[config.mk]
export PLATFORM = sky130hd
export DESIGN_NAME = ultrasonic_echo_responder_flat
export DESIGN_NICKNAME = d
export VERILOG_FILES = /design/src/rtl/ultrasonic_echo_responder_if.sv /design/src/rtl/ultrasonic_echo_responder.sv /design/src/flat_wrapper.sv
export SDC_FILE = /design/constraint.sdc
export NUM_CORES = 1
export LEC_CHECK = 0
export BUFFER_PORTS_ARGS = -buffer_cell sky130_fd_sc_hd__buf_2
export CORE_ASPECT_RATIO = 1.2
export CORE_UTILIZATION = 45
export DETAILED_ROUTE_END_ITERATION = 8
export GPL_ROUTABILITY_DRIVEN = 0
export PLACE_DENSITY = 0.64
export SYNTH_ARGS = -nofsm -noshare
export SYNTH_HDL_FRONTEND = slang
export SYNTH_SLANG_ARGS = --single-unit
export TNS_END_PERCENT = 10
[constraint.sdc]
create_clock -name clk -period 11.4 [get_ports clk]
set_clock_uncertainty 0.15 [all_clocks]
set_input_delay 2.85 -clock clk [delete_from_list [all_inputs] [get_ports clk]]
set_output_delay 2.85 -clock clk [all_outputs]
set_load 0.005 [all_outputs]
[src/rtl/ultrasonic_echo_responder_if.sv]
// Trigger/echo link between a ranging-sensor driver (master) and the
// emulated HC-SR04 sensor (slave).
interface ultrasonic_echo_responder_if;
  logic       trig;
  logic [7:0] distance_cm;
  logic       echo;
  logic       busy;
  logic       short_trig;

  modport master (
    output trig,
    output distance_cm,
    input  echo,
    input  busy,
    input  short_trig
  );

  modport slave (
    input  trig,
    input  distance_cm,
    output echo,
    output busy,
    output short_trig
  );
endinterface

[src/rtl/ultrasonic_echo_responder.sv]
// HC-SR04 sensor-side emulator: accepts a trigger pulse and replies with an
// echo pulse whose width encodes distance_cm (CYCLES_PER_CM cycles per cm).
// Optional feature macro: ECHO_MAX_RANGE_EN -- when defined, distances of 0
// or above MAX_CM report "no object" with a TIMEOUT_CYCLES-wide echo.
module ultrasonic_echo_responder #(
  parameter int TRIG_MIN_CYCLES = 500,
  parameter int BURST_CYCLES    = 10000,
  parameter int CYCLES_PER_CM   = 2900,
  parameter int MAX_CM          = 200,
  parameter int TIMEOUT_CYCLES  = 1900000,
  parameter int HOLDOFF_CYCLES  = 500000
) (
  input logic                         clk,
  input logic                         rst,
  ultrasonic_echo_responder_if.slave  bus
);

  // Every timing constant has to fit the 24-bit counters; catch bad
  // overrides at elaboration rather than in the field.
  generate
    if (TRIG_MIN_CYCLES < 1 || TRIG_MIN_CYCLES >= 2**24 ||
        BURST_CYCLES    < 1 || BURST_CYCLES    >= 2**24 ||
        CYCLES_PER_CM   < 1 || CYCLES_PER_CM   >= 2**24 ||
        MAX_CM          < 0 || MAX_CM          >= 2**24 ||
        TIMEOUT_CYCLES  < 1 || TIMEOUT_CYCLES  >= 2**24 ||
        HOLDOFF_CYCLES  < 1 || HOLDOFF_CYCLES  >= 2**24) begin : g_param_range
      $error("ultrasonic_echo_responder: timing parameter outside 1..2^24-1");
    end
  endgenerate

  localparam logic [23:0] TRIG_MIN     = 24'(TRIG_MIN_CYCLES);
  localparam logic [23:0] BURST_LAST   = 24'(BURST_CYCLES - 1);
  localparam logic [23:0] HOLDOFF_LAST = 24'(HOLDOFF_CYCLES - 1);
  localparam logic [23:0] CPC          = 24'(CYCLES_PER_CM);

  typedef enum logic [2:0] {
    IDLE,
    TRIG_HIGH,
    BURST,
    ECHO,
    HOLDOFF
  } state_t;

  state_t      state_reg, state_next;
  logic        sync1_reg, trig_s_reg, trig_prev_reg;
  logic        trig_rise;
  logic [23:0] trig_cnt_reg, trig_cnt_next;
  logic [23:0] cnt_reg, cnt_next;
  logic [7:0]  dist_q_reg;
  logic        dist_latch;
  logic [23:0] width_q_reg, width_calc;
  logic        echo_reg, busy_reg, short_trig_reg, short_trig_next;

  // Two-flop synchroniser for the asynchronous trigger pin plus an edge
  // history flop. The history keeps tracking during HOLDOFF so a trigger held
  // across HOLDOFF exit never looks like a fresh rising edge.
  always_ff @(posedge clk) begin
    if (rst) begin
      sync1_reg     <= 1'b0;
      trig_s_reg    <= 1'b0;
      trig_prev_reg <= 1'b0;
    end else begin
      sync1_reg     <= bus.trig;
      trig_s_reg    <= sync1_reg;
      trig_prev_reg <= trig_s_reg;
    end
  end

  assign trig_rise = trig_s_reg & ~trig_prev_reg;

  // Echo width from the latched distance; a zero distance reads as 1 cm
  // (or as no object when the range check is built).
`ifdef ECHO_MAX_RANGE_EN
  localparam logic [23:0] MAX_RANGE = 24'(MAX_CM);
  localparam logic [23:0] TIMEOUT   = 24'(TIMEOUT_CYCLES);

  always_comb begin
    width_calc = 24'(dist_q_reg) * CPC;
    if (dist_q_reg == 8'd0 || 24'(dist_q_reg) > MAX_RANGE) begin
      width_calc = TIMEOUT;
    end
  end
`else
  logic [7:0] dist_eff;

  always_comb begin
    dist_eff   = (dist_q_reg == 8'd0) ? 8'd1 : dist_q_reg;
    width_calc = 24'(dist_eff) * CPC;
  end
`endif

  // Next-state and counter logic; one shared counter times BURST, ECHO and
  // HOLDOFF since only one of them is active at a time.
  always_comb begin
    state_next      = state_reg;
    trig_cnt_next   = trig_cnt_reg;
    cnt_next        = cnt_reg;
    short_trig_next = 1'b0;
    dist_latch      = 1'b0;
    case (state_reg)
      IDLE: begin
        if (trig_rise) begin
          state_next    = TRIG_HIGH;
          trig_cnt_next = 24'd1;
        end
      end
      TRIG_HIGH: begin
        if (trig_s_reg) begin
          if (trig_cnt_reg < TRIG_MIN) begin
            trig_cnt_next = trig_cnt_reg + 24'd1;
          end
        end else if (trig_cnt_reg >= TRIG_MIN) begin
          state_next = BURST;
          cnt_next   = 24'd0;
          dist_latch = 1'b1;
        end else begin
          state_next      = IDLE;
          short_trig_next = 1'b1;
        end
      end
      BURST: begin
        if (cnt_reg == BURST_LAST) begin
          state_next = ECHO;
          cnt_next   = 24'd0;
        end else begin
          cnt_next = cnt_reg + 24'd1;
        end
      end
      ECHO: begin
        if (cnt_reg == width_q_reg - 24'd1) begin
          state_next = HOLDOFF;
          cnt_next   = 24'd0;
        end else begin
          cnt_next = cnt_reg + 24'd1;
        end
      end
      HOLDOFF: begin
        if (cnt_reg == HOLDOFF_LAST) begin
          state_next = IDLE;
          cnt_next   = 24'd0;
        end else begin
          cnt_next = cnt_reg + 24'd1;
        end
      end
      default: begin
        state_next = IDLE;
      end
    endcase
  end

  // State, counters, distance latch and registered outputs. width_q follows
  // dist_q one cycle later, which is always before ECHO starts because BURST
  // lasts at least one cycle.
  always_ff @(posedge clk) begin
    if (rst) begin
      state_reg      <= IDLE;
      trig_cnt_reg   <= 24'd0;
      cnt_reg        <= 24'd0;
      dist_q_reg     <= 8'd0;
      width_q_reg    <= 24'd0;
      echo_reg       <= 1'b0;
      busy_reg       <= 1'b0;
      short_trig_reg <= 1'b0;
    end else begin
      state_reg      <= state_next;
      trig_cnt_reg   <= trig_cnt_next;
      cnt_reg        <= cnt_next;
      width_q_reg    <= width_calc;
      echo_reg       <= (state_next == ECHO);
      busy_reg       <= (state_next != IDLE);
      short_trig_reg <= short_trig_next;
      if (dist_latch) begin
        dist_q_reg <= bus.distance_cm;
      end
    end
  end

  assign bus.echo       = echo_reg;
  assign bus.busy       = busy_reg;
  assign bus.short_trig = short_trig_reg;

endmodule

[src/flat_wrapper.sv]
// flat-port wrapper written by rule: the top's interface ports become plain ports
module ultrasonic_echo_responder_flat 
#(
  parameter int TRIG_MIN_CYCLES = 500,
  parameter int BURST_CYCLES    = 10000,
  parameter int CYCLES_PER_CM   = 2900,
  parameter int MAX_CM          = 200,
  parameter int TIMEOUT_CYCLES  = 1900000,
  parameter int HOLDOFF_CYCLES  = 500000
)
  (clk, rst, bus_trig, bus_distance_cm, bus_echo, bus_busy, bus_short_trig);
  ultrasonic_echo_responder_if bus_i ();
  input logic clk;
  input logic rst;
  input wire logic [$bits(bus_i.trig)-1:0] bus_trig;
  input wire logic [$bits(bus_i.distance_cm)-1:0] bus_distance_cm;
  output wire logic [$bits(bus_i.echo)-1:0] bus_echo;
  output wire logic [$bits(bus_i.busy)-1:0] bus_busy;
  output wire logic [$bits(bus_i.short_trig)-1:0] bus_short_trig;
  assign bus_i.trig = bus_trig;
  assign bus_i.distance_cm = bus_distance_cm;
  assign bus_echo = bus_i.echo;
  assign bus_busy = bus_i.busy;
  assign bus_short_trig = bus_i.short_trig;
  ultrasonic_echo_responder #(.TRIG_MIN_CYCLES(TRIG_MIN_CYCLES), .BURST_CYCLES(BURST_CYCLES), .CYCLES_PER_CM(CYCLES_PER_CM), .MAX_CM(MAX_CM), .TIMEOUT_CYCLES(TIMEOUT_CYCLES), .HOLDOFF_CYCLES(HOLDOFF_CYCLES)) u_core (.clk(clk), .rst(rst), .bus(bus_i));
endmodule
# Yosys cells after proc, flatten, opt, wreduce, memory -nomap -nowiden
# Index checks and enable logic that the tools add are counted.
[classes]
n_addsub = 3
multipliers = 1
magnitude_cmp = 2
n_eq_ne = 13
muxes = 22
bitwise_logic = 3
n_reduce_logical = 8
[op_table]
columns = ["cell", "n"]
rows = [
  ["$mux W24", 8],
  ["$pmux W24 S4", 1],
  ["$add A24 B1 Y24 const B", 2],
  ["$pmux W24 S2", 1],
  ["$eq A24 B14 Y1 const B", 1],
  ["$eq A24 B19 Y1 const B", 1],
  ["$eq A24 B24 Y1", 1],
  ["$ge A24 B9 Y1 const B", 1],
  ["$lt A24 B9 Y1 const B", 1],
  ["$sub A24 B1 Y24 const B", 1],
  ["$mul A8 B10 Y18 const B", 1],
  ["$mux W3", 5],
  ["$pmux W3 S5", 1],
  ["$eq A3 B2 Y1 const B", 3],
  ["$logic_not A8 Y1", 1],
  ["$mux W8", 1],
  ["$ne A2 B1 Y1 const B", 4],
  ["$mux W1", 4],
  ["$reduce_and A4 Y1", 1],
  ["$reduce_bool A4 Y1", 1],
  ["$eq A3 B1 Y1 const B", 1],
  ["$eq A3 B3 Y1 const B", 1],
  ["$logic_not A3 Y1", 1],
  ["$reduce_and A3 Y1", 1],
  ["other kinds (7)", 8],
]
[word_totals]
register_bits = 89
input_bits = 11

# Longest topological paths before layout
[depth]
ltp_word = 5
ltp_mapped = 19

# Worst setup path before layout
# No wires, ideal clock.
[synth_timing]
path_kind = "register to register"
from = "register u_core.dist_q_reg[0]"
to = "register u_core.width_q_reg[18]"
setup_ns = 0.128
t_arrival_ns = 4.215
required_time_ns = 11.122
slack_ns = 6.907
stages_incl_launch_ff = 16
path_buffers = 0
cell_sequence = "dfxtp_1 nor4_1 nand3_1 nand2_1 inv_1 ha_1 fa_1 fa_1 fa_1 ha_1 a21o_1 a31oi_1 o21ai_0 o41ai_1 xnor2_1 nor2b_1"
[synth_between]
elab_chain_cells = 3
[synth_lines]
columns = ["item", "line_no", "source"]
rows = [
  ["from (decl)", "ultrasonic_echo_responder.sv:49", "logic [7:0] dist_q_reg;"],
  ["from (signal assigned)", "ultrasonic_echo_responder.sv:173", "dist_q_reg <= bus.distance_cm;"],
  ["$logic_not A8 Y1", "ultrasonic_echo_responder.sv:87", "dist_eff = (dist_q_reg == 8'd0) ? 8'd1 : dist_q_reg;"],
  ["$mux W8 (*)", "ultrasonic_echo_responder.sv:87", ""],
  ["$mul A8 B10 Y18 (*)", "ultrasonic_echo_responder.sv:88", "width_calc = 24'(dist_eff) * CPC;"],
  ["to (signal assigned)", "ultrasonic_echo_responder.sv:168", "width_q_reg <= width_calc;"],
  ["to (decl)", "ultrasonic_echo_responder.sv:51", "logic [23:0] width_q_reg, width_calc;"],
]
# Mark *: on every way between the ends. The rest lies on a longest branch, timed or not.
# A chain may end at the register's enable or synchronous reset.

# Worst setup path in the final report
[layout_timing]
from = "register u_core.dist_q_reg[1]"
to = "register u_core.width_q_reg[18]"
# The elaborated chain is that of the path after synthesis.

==> key figures <==
Synthesis
  – Syn_nets: about 730
  – Synth Flop Type: dfxtp_1
  – Ys Warns: 0
  – Mean Syn Cell Area: about 8.5 sq um
  – Register area share after synthesis: 0.297
  – Asr flop ratio synth: 0
  – Flop and latch count out of synthesis: 83
  – Post-synth EDFFs: 0
  – Syn Std Cell Area: between 0.005 and 0.006 sq mm
  – Yosys cell types: between 60 and 70
  – Mapped Cells: about 650

Global route
  – Initial antenna violation count: 0
  – Vias in the first global route: 4,406
  – Largest net degree at the start of global routing: slightly below 60
  – First-pass GRT wire length: approximately 20,000 microns
  – Total grt overflow: 0
  – GRT Total Usage: 0.194

Die
  – Core Rows: 44
  – Die area: between 0.01 and 0.015 sq mm
  – Core ar.: 0.0121 sq mm
  – Die Span Y: about 120 microns
  – # IOs: 14
  – Width of the die: ~100 microns
  – Initial Utilization: 0.462

Power and ir drop
  – Worst vdd ir: approximately 0.054 mV
  – Pleak: roughly 2.6 nW
  – Pwr Density: a little under 100 mW/mm^2

Cells and area
  – Final core utilization: 0.496
  – Most common cell after layout, fill and taps aside: dfxtp_1
  – Area growth, synth to finish: 7.39%
  – Final Non-Filler Cells: 812
  – Layout cells sized above 1: 0.0691
  – Final-stage net count: slightly above 700
  – Most frequent cells in the layout: dfxtp_1 (83), nor2_1 (69), ha_1 (50)
  – Antenna Cells: 0

Routing
  – Post-route ant nets: 0
  – Routed WL per cell: approximately 15 microns
  – Routed WL: 11,800 microns
  – Met1 wire length: between 5000 and 6000 microns
  – Via count: approximately 4,500
  – Highest Signal Layer: met4
  – Vias per cell: about 5.6
  – DR iter-0 viols: about 210
  – Residual DRC: 0
  – First-pass detailed-route iteration total: 5
  – WL met2: approximately 6000 microns
  – Met3 wire length: approximately 340 microns

CTS
  – Post-cts sizing count: 0
  – Clk pin slew, worst setup/hold paths: 0.07 ns
  – Root buf cell: clkbuf_16
  – H-tree levels: 3
  – Clock sinks: between 80 and 90
  – Post-CTS Setup Inserts: 0
  – Clock Path Buffers: 2
  – Cts hold-fix bufs: 0
  – CTS tree: done
  – Num CTS Buffers: 9
  – Clock Latency Late Sink: ~0.36 ns

Placed design
  – DP Wirelength: about 9000 microns
  – Placement Setup Slack: roughly 6.3 ns
  – # port buffers: 13
  – Placed cells: between 700 and 800

Worst setup path
  – Worst EP required: approximately 11 ns
  – Cells on worst reg2reg path: 15
  – Worst reg2reg path endpoint: u_core.width_q_reg[18]
  – Arrival @ worst endpoint: slightly above 5 ns
  – Worst reg2reg startpoint: u_core.dist_q_reg[1]
  – Worst setup SP type: register
  – CP max stage delay: around 0.59 ns
  – R2R setup slack: 6.34 ns
  – Worst path slowest cell: nor4_1
  – CP top delay family: adder cells
  – Worst-path cell chain: nor4_1 > nand3_1 > nand2_1 > inv_1 > ha_1 > fa_1 > fa_1 > fa_1 > ha_1 > a21o_1 > a31oi_1 > o21ai_0 > o41ai_1 > xnor2_1 > nor2b_1
  – Crit Path Max Fanout: 8
  – Worst setup path category: reg -> reg
  – Buffers plus inverters on the worst setup path: 1
  – Critical path depth: 15
  – Worst setup EP type: register
  – Worst path most repeated cell: fa_1

Worst hold path
  – Hold_sp: u_core.sync1_reg
  – Endpoint, Worst Hold: u_core.trig_s_reg
  – Hold path cells: 1
  – Hold Crit Class: reg -> reg

STA
  – Tmin final: about 5.1 ns
  – Setup tns final: 0 ns
  – Fmax: ~0.20 GHz
  – Final hold vios: 0
  – Max transition margin: 0.240
  – RSZ-0062 raised after global routing: no
  – Least-Margin Pin Slew: 1.14 ns
  – Tcrit/Tclk final: 0.444
  – Final Max Slew Viols: 0
  – Setup WS post-layout: about 6.3 ns
  – # setup viols final: 0

Run
  – Maximum capacitance violations: 0

Run status
  – Status: completed
[cells in the mapped netlist, types with 3 or more instances]
master    count  area share
a21o_1        6      0.0081
a21oi_1      19       0.017
a31oi_1      14       0.016
and2_1       13       0.015
and3_1       11       0.012
and4_1        5      0.0078
buf_1         3      0.0020
buf_2         3      0.0027
clkbuf_1     24       0.016
dfxtp_1      83        0.30
fa_1         17       0.061
ha_1         50        0.11
inv_1        48       0.032
mux2i_1      12       0.021
nand2_1      45       0.030
nand2b_1      6      0.0067
nand3_1      24       0.021
nand4_1      10       0.011
nor2_1       69       0.046
nor2b_1      12       0.013
nor3_1       21       0.019
nor3b_1       3      0.0040
nor4_1       20       0.022
nor4b_1       4      0.0063
o211ai_1      3      0.0040
o21ai_0      14       0.013
o311a_1       3      0.0054
o31ai_1       5      0.0067
or3_1         4      0.0045
or4_1         8       0.011
xnor2_1      20       0.031
xor2_1       28       0.044
[kinds of logic after synthesis]
logic type                 count (synthesis)  share of synthesized area
buffers and inverters                     80                     0.0571
and+or+nand+nor                          267                      0.252
xor gates and xnor gates                  48                     0.0752
adders and majority gates                 67                      0.173
DFF                                       83                      0.297
muxes                                     13                     0.0235
AOI/OAI and AO/OA                         96                      0.122
[power breakdown]
group | internal (W) | switching, W | leakage [nW]
clock network | 0.000155 | 0.000127 | 0.135
logic | 0.00000745 | 0.0000127 | 1.78
registers | 0.000292 | 0.00000282 | 0.671
total | 0.000454 | 0.000143 | 2.59
[how the worst max path moves through the flow]
stage,from,to,slack [ns]
final,u_core.dist_q_reg[1],u_core.width_q_reg[18],6.34
after global routing,u_core.dist_q_reg[1],u_core.width_q_reg[18],6.01
after CTS,u_core.dist_q_reg[1],u_core.width_q_reg[18],6.30
after detailed placement,u_core.dist_q_reg[1],u_core.width_q_reg[18],6.32
after global placement,rst,u_core.cnt_reg[23],6.53
after floorplan,u_core.dist_q_reg[0],u_core.width_q_reg[18],6.91
[metal layers]
layer | vias to the layer above | GRT usage
met4 | 0 | 0.103
met1 | 2161 | 0.216
met3 | 17 | 0.0340
li1 | 2277 | -
met5 | - | 0
met2 | 81 | 0.358
[per-stage QoR]
stage          cell area, sq um  hold WS [ns]  power [W]
6_report                   6000         0.298   0.000597
5_1_grt                    6000         0.314   0.000617
4_1_cts                    6000         0.303   0.000604
3_5_place_dp               5720         0.290   0.000322
3_3_place_gp               5720         0.272   0.000321
2_1_floorplan              5590         0.264   0.000316
[final cells by class]
type                    count  area, sq um
flip-flops and latches     83         1660
well taps                 161          201
inverters                  48          180
multi-input cells         491         3610
clock buffers              10          239
clock inverters             6         46.3
repair buffers             13         65.1
fillers                  1175         6110
(Power assumes the default switching activity.)
